### src/rtl/flaf_mse_pkg.sv
// Shared definitions for the MSE learning-curve monitor and the hbotflaf_top benches.
// Holds the FSM state encoding and the accumulator width rule.
package flaf_mse_pkg;

    typedef enum logic [1:0] {
        ST_IDLE  = 2'd0,
        ST_SKIP  = 2'd1,
        ST_ACCUM = 2'd2
    } mse_state_e;

    // A full window of worst-case squares needs WIN_LOG2 guard bits above the square width.
    function automatic int acc_width(input int width, input int win_log2);
        return 2 * width + win_log2;
    endfunction

endpackage

### src/rtl/flaf_mse_sq_stage.sv
// Registered signed squarer: first pipeline stage of the MSE monitor.
// Squares an accepted error sample and flags it valid for one cycle.
module flaf_sq_stage #(
    parameter int WIDTH = 16
) (
    input  logic               clk,
    input  logic               reset,
    input  logic               clear,
    input  logic               accept,
    input  logic               sample_valid,
    input  logic [WIDTH-1:0]   error_in,
    output logic [2*WIDTH-1:0] sq_r,
    output logic               sq_v_r
);

    logic signed [2*WIDTH-1:0] error_ext;
    logic        [2*WIDTH-1:0] sq_d;
    logic        [2*WIDTH-1:0] sq_q;
    logic                      sq_v_d;
    logic                      sq_v_q;

    // Sign-extend before multiplying so the product is evaluated at full 2*WIDTH precision.
    always_comb begin
        error_ext = $signed({{WIDTH{error_in[WIDTH-1]}}, error_in});
        sq_d      = sq_q;
        sq_v_d    = 1'b0;
        if (!clear && accept && sample_valid) begin
            sq_d   = $unsigned(error_ext * error_ext);
            sq_v_d = 1'b1;
        end
    end

    always_ff @(posedge clk) begin
        if (reset) begin
            sq_q   <= '0;
            sq_v_q <= 1'b0;
        end else begin
            sq_q   <= sq_d;
            sq_v_q <= sq_v_d;
        end
    end

    assign sq_r   = sq_q;
    assign sq_v_r = sq_v_q;

endmodule

### src/rtl/flaf_mse_monitor.sv
// Streaming MSE monitor: skips pipeline-fill samples, squares errors and emits
// one window-mean word per 2^WIN_LOG2 squares, plus a saturated Q.QP copy.
module flaf_mse_monitor
    import flaf_mse_pkg::*;
#(
    parameter int WIDTH    = 16,
    parameter int QP       = 12,
    parameter int RET      = 6,
    parameter int WIN_LOG2 = 8
) (
    input  logic               clk,
    input  logic               reset,
    input  logic               run,
    input  logic               sample_valid,
    input  logic [WIDTH-1:0]   error_in,
    output logic [2*WIDTH-1:0] mse_out,
    output logic [WIDTH-1:0]   mse_q,
    output logic               mse_valid,
    output logic [15:0]        win_count
);

    localparam int ACC_W  = acc_width(WIDTH, WIN_LOG2);
    localparam int SKIP_W = (RET > 0) ? $clog2(RET + 1) : 1;
    localparam int CNT_W  = WIN_LOG2 + 1;
    localparam logic [CNT_W-1:0] LAST_CNT = CNT_W'((1 << WIN_LOG2) - 1);

    mse_state_e         state_q, state_d;
    logic [SKIP_W-1:0]  skip_cnt_q, skip_cnt_d;
    logic [CNT_W-1:0]   sample_cnt_q, sample_cnt_d;
    logic [ACC_W-1:0]   acc_q, acc_d;
    logic [2*WIDTH-1:0] mse_out_q, mse_out_d;
    logic [WIDTH-1:0]   mse_sat_q, mse_sat_d;
    logic               mse_valid_q, mse_valid_d;
    logic [15:0]        win_count_q, win_count_d;

    logic [2*WIDTH-1:0] sq_r;
    logic               sq_v_r;
    logic [ACC_W-1:0]   acc_sum;
    logic [2*WIDTH-1:0] mse_new;
    logic [2*WIDTH-1:0] mse_shift;

    flaf_sq_stage #(
        .WIDTH(WIDTH)
    ) u_sq_stage (
        .clk         (clk),
        .reset       (reset),
        .clear       (!run),
        .accept      (state_q == ST_ACCUM),
        .sample_valid(sample_valid),
        .error_in    (error_in),
        .sq_r        (sq_r),
        .sq_v_r      (sq_v_r)
    );

    always_comb begin
        state_d      = state_q;
        skip_cnt_d   = skip_cnt_q;
        sample_cnt_d = sample_cnt_q;
        acc_d        = acc_q;
        mse_out_d    = mse_out_q;
        mse_sat_d    = mse_sat_q;
        mse_valid_d  = 1'b0;
        win_count_d  = win_count_q;

        acc_sum   = acc_q + ACC_W'(sq_r);
        mse_new   = (2*WIDTH)'(acc_sum >> WIN_LOG2);
        mse_shift = mse_new >> QP;

        // Dropping run always wins, even over a window-completing accumulate.
        if (!run) begin
            state_d      = ST_IDLE;
            skip_cnt_d   = '0;
            sample_cnt_d = '0;
            acc_d        = '0;
        end else begin
            case (state_q)
                ST_IDLE: begin
                    if (RET == 0) begin
                        state_d = ST_ACCUM;
                    end else begin
                        state_d    = ST_SKIP;
                        skip_cnt_d = SKIP_W'(RET);
                    end
                end
                ST_SKIP: begin
                    if (sample_valid) begin
                        skip_cnt_d = skip_cnt_q - SKIP_W'(1);
                        if (skip_cnt_q <= SKIP_W'(1)) begin
                            state_d = ST_ACCUM;
                        end
                    end
                end
                ST_ACCUM: begin
                    if (sq_v_r) begin
                        if (sample_cnt_q == LAST_CNT) begin
                            acc_d        = '0;
                            sample_cnt_d = '0;
                            mse_out_d    = mse_new;
                            mse_sat_d    = (|mse_shift[2*WIDTH-1:WIDTH]) ? '1 : mse_shift[WIDTH-1:0];
                            mse_valid_d  = 1'b1;
                            if (win_count_q != 16'hFFFF) begin
                                win_count_d = win_count_q + 16'd1;
                            end
                        end else begin
                            acc_d        = acc_sum;
                            sample_cnt_d = sample_cnt_q + CNT_W'(1);
                        end
                    end
                end
                default: state_d = ST_IDLE;
            endcase
        end
    end

    always_ff @(posedge clk) begin
        if (reset) begin
            state_q      <= ST_IDLE;
            skip_cnt_q   <= '0;
            sample_cnt_q <= '0;
            acc_q        <= '0;
            mse_out_q    <= '0;
            mse_sat_q    <= '0;
            mse_valid_q  <= 1'b0;
            win_count_q  <= '0;
        end else begin
            state_q      <= state_d;
            skip_cnt_q   <= skip_cnt_d;
            sample_cnt_q <= sample_cnt_d;
            acc_q        <= acc_d;
            mse_out_q    <= mse_out_d;
            mse_sat_q    <= mse_sat_d;
            mse_valid_q  <= mse_valid_d;
            win_count_q  <= win_count_d;
        end
    end

    assign mse_out   = mse_out_q;
    assign mse_q     = mse_sat_q;
    assign mse_valid = mse_valid_q;
    assign win_count = win_count_q;

endmodule

### config.mk
export PLATFORM = sky130hd
export DESIGN_NAME = flaf_mse_monitor
export DESIGN_NICKNAME = d
export VERILOG_FILES = /design/src/rtl/flaf_mse_pkg.sv /design/src/rtl/flaf_mse_sq_stage.sv /design/src/rtl/flaf_mse_monitor.sv
export SDC_FILE = /design/constraint.sdc
export NUM_CORES = 1
export LEC_CHECK = 0
export CORE_UTILIZATION = 55
export CTS_CLUSTER_SIZE = 20
export DETAILED_ROUTE_END_ITERATION = 6
export DONT_BUFFER_PORTS = 1
export HOLD_SLACK_MARGIN = 0.08
export PLACE_DENSITY = 0.75
export SETUP_SLACK_MARGIN = 0.05
export SLEW_MARGIN = 20
export SYNTH_ARGS = -nofsm -noshare
export SYNTH_HDL_FRONTEND = slang
export SYNTH_SLANG_ARGS = --single-unit
### constraint.sdc
create_clock -name clk -period 10.6 [get_ports clk]
set_input_delay 2.12 -clock clk [delete_from_list [all_inputs] [get_ports clk]]
set_output_delay 2.12 -clock clk [all_outputs]
set_load 0.005 [all_outputs]
==> summary.txt <==
STA
  – Endpoints failing hold: 0
  – Setup violators final: 0
  – F_max: 0.126 GHz
  – Slew headroom: 32.2%
  – Setup TNS: 0 ns
  – Minimum clock period: 7.94 ns
  – Worst Tran Pin Value: 1.02 ns
  – Post-route setup slack: 2.66 ns
  – Setup Skew: 0.0102 ns
  – Slew Limit Fails: 0
  – Final worst-path cycle share: 74.9%
  – Unrepaired setup endpoints after global routing: false

Setup path
  – Max FO, Critical Path: 18
  – CP arrival: 8.28 ns
  – Req. time, crit path: 10.94 ns
  – Setup slack, reg-to-reg: 7.08 ns
  – WS Path Type: input port to flip-flop
  – R2r endpoint: mse_q[2]
  – Critical Path Start Type: input port
  – Reg2Reg Depth: 11
  – R2r startpoint: acc_q[0]
  – Worst Setup End Kind: flip-flop

Yosys
  – Syn nets: 2,263
  – Async SR Flop Fraction: 0%
  – Avg Cell Area, Syn: 8.63 um^2
  – Synth top area share: 28.7%
  – Mapped Cells: 1,883
  – Post-synth EDFFs: 0
  – Seq cells post-synth: 151
  – Main synth FF type: dfxtp_1
  – Cell Area, Synth: 16,200 um^2
  – Synth top area cells: fa_1 29%, dfxtp_1 19%, ha_1 9.8%
  – Synth warn: 0
  – Synth area leader: fa_1
  – Count of cell types in the netlist: 68
  – Sequential area share after synthesis: 18.6%

Power
  – Leakage: 0.00782 uW
  – Sw Share: 50.7%
  – Combinational Power Share: 80.6%
  – Sequential Power Share: 9.7%
  – Pint: 2930 uW
  – Psw: 3010 uW
  – P per Cell Area: 349 nW/um^2
  – Clock power frac: 9.7%
  – Max rail drop VDD: 0.290 mV

Drt
  – Router iterations before antenna repair: 5
  – Total Wirelength: 34,900 um
  – Initial DRC Count: 850
  – Vias/cell: 5.51
  – DRC violations left: 0
  – Routed length per instance: 15.6 um
  – Antenna-violating nets left: 0
  – Via Count: 12,300

Run
  – MaxCap Viol Count: 0

Hold path
  – Worst Hold Depth: 2
  – Endpoint, Worst Hold: u_sq_stage.sq_r[25]
  – Hold/Removal Path Class: flip-flop to flip-flop
  – HP Start: u_sq_stage.sq_r[25]

Floorplan
  – Effective utilization at floorplan: 56.3%
  – Num ports: 85
  – Die width: 174 um
  – Core footprint: 28,900 um^2
  – Die Y: 174 um
  – Placement row count: 62
  – Area of the die: 30,200 um^2

Place
  – Port bufs: 0
  – Post-place setup slack: 2.24 ns
  – GP Congestion: 0.899
  – Final HPWL DP: 27,700 um
  – Area after DPL: 16,500 um^2

Global route
  – Largest net degree at the start of global routing: 85
  – Vias in the first global route: 12,600
  – Total global routing overflow: 0
  – Global-route wire length before repair: 59,400 um
  – Total track usage: 23.7%
  – Initial antenna violation count: 0

Clock network
  – TritonCTS clock tree: yes
  – CTS Buf Count: 17
  – CTS Hold Bufs: 0
  – H-tree depth: 4
  – Post-CTS Setup Bufs: 0
  – Max clock buf depth: 2
  – Reg clk slew, reported paths: 0.07 ns
  – Worst-Skew Late Latency: 0.42 ns
  – Post-CTS Resized: 0
  – Root Buffer: clkbuf_16
  – Clock sink count: 151

Layout
  – Area grow syn2layout: 4.84%
  – Post-layout nets: 2,212
  – ANT cells: 0
  – Layout cell share with drive strength beyond 1: 3.79%
  – Final instance area: 17,000 um^2

Run status
  – Status: completed
-- routing by layer --
| layer | global-route usage [%] | vias up | routed length [um] |
|---|---|---|---|
| met4 | 4.61 | 0 | 283 |
| met3 | 3.90 | 26 | 2200 |
| met5 | 0 | - | 0 |
| li1 | - | 5919 | - |
| met1 | 32.7 | 5999 | 16300 |
| met2 | 39.6 | 336 | 16100 |
-- power groups by stage --
stage	clock network (uW)	logic, uW	registers [uW]
2_1_floorplan	0	3820	587
3_3_place_gp	0	4580	588
3_5_place_dp	0	4750	589
4_1_cts	584	4780	576
5_1_grt	605	5490	576
6_report	578	4780	576
-- Yosys cell counts (all sizes together), types with 4 or more instances --
| library cell | instances |
|---|---|
| inv | 335 |
| fa | 233 |
| nand2 | 216 |
| dfxtp | 151 |
| a21oi | 140 |
| nor2 | 132 |
| ha | 127 |
| clkbuf | 68 |
| o21ai | 64 |
| xnor2 | 59 |
| and2 | 43 |
| nand3 | 39 |
| xor2 | 37 |
| a22oi | 22 |
| a211oi | 19 |
| and3 | 19 |
| nor3 | 16 |
| a21o | 14 |
| a31oi | 13 |
| o21a | 13 |
| nand4 | 11 |
| nor2b | 10 |
| or3 | 9 |
| buf | 8 |
| nand2b | 8 |
| o21bai | 8 |
| a31o | 6 |
| o31ai | 5 |
| a221oi | 4 |
| mux2i | 4 |
| nor4b | 4 |
| or2 | 4 |
-- flip-flops by register name, indices dropped and copies added (netlist names) --
name / cells
acc_q: 40
mse_out: 32
u_sq_stage.sq_r: 31
mse_q: 16
win_count: 16
sample_cnt_q: 9
skip_cnt_q: 3
state_q: 2
mse_valid: 1
u_sq_stage.sq_v_r: 1
-- worst max-delay path by stage --
stage,slack (ns),end,cells after the start,startpoint
4_1_cts,2.69,u_sq_stage.sq_r[31],20,error_in[15]
5_1_grt,2.30,u_sq_stage.sq_r[31],20,error_in[15]
3_5_place_dp,2.24,u_sq_stage.sq_r[31],20,error_in[15]
2_1_floorplan,2.62,u_sq_stage.sq_r[28],21,error_in[4]
6_report,2.66,u_sq_stage.sq_r[31],20,error_in[15]
3_3_place_gp,2.46,u_sq_stage.sq_r[31],20,error_in[15]
-- cell usage in the layout, fill, tap and decap left out, types with 5 or more instances in the layout --
cell type,netlist,final
nor2_1,132,131
clkbuf_16,0,17
a22oi_1,22,22
nor2b_1,10,10
o21ai_0,62,62
ha_1,127,127
a211oi_1,19,19
o21a_1,13,13
o21bai_1,8,8
o31ai_1,5,5
and2_1,42,42
nor3_1,15,15
or3_1,9,9
and3_1,17,17
a21o_1,14,14
a21oi_1,129,129
xor2_1,37,37
nand4_1,11,11
buf_4,0,6
nand3_1,39,39
nand2_1,216,216
dfxtp_1,151,151
inv_1,334,334
a21oi_2,11,11
a31o_2,5,5
xnor2_1,59,59
a31oi_1,13,13
fa_1,233,233
nand2b_1,8,8
-- cells by family (layout without fill, tap and decap cells) --
kind of cell / after synthesis / in the layout / share of synthesized area (%)
simple gates: 523 / 523 / 14.7
buf+inv: 411 / 373 / 9.63
fa+ha+maj: 360 / 360 / 38.5
compound gates: 338 / 338 / 13.2
flops: 151 / 151 / 18.6
xor+xnor: 96 / 96 / 5.18
mux: 4 / 4 / 0.246
-- metrics by stage --
step,hold WS (ns),total power [uW],std cells,util (%)
4_1_cts,0.456,5940,2229,59.0
5_1_grt,0.477,6670,2229,59.0
2_1_floorplan,0.436,4410,1883,-
3_5_place_dp,0.449,5340,2197,57.1
6_report,0.453,5940,2229,59.0
3_3_place_gp,0.441,5170,2197,57.1
-- worst max-delay path: stages --
cell and delay (ns):
inv_1 0.40, nor2_1 0.19, fa_1 0.64, fa_1 0.80, fa_1 0.51, fa_1 0.50
fa_1 0.49, inv_1 0.06, fa_1 0.53, inv_1 0.04, ha_1 0.36, a21oi_1 0.18
nor2b_1 0.06, o21ai_0 0.16, nand2b_1 0.11, a221oi_2 0.34, o2111ai_1 0.21, o31ai_1 0.27
xnor2_1 0.11, o31ai_1 0.18
-- final cells by class --
cell class                 count  area, um^2
clock buffer                  19         453
clock inverter                13         113
fill                        2557       11800
inverter                     335        1260
multi-input combinational   1321       11700
sequential                   151        3020
tap                          384         480
timing repair buffer           6        45.0
No activity file was read; power rests on OpenSTA's default activity.
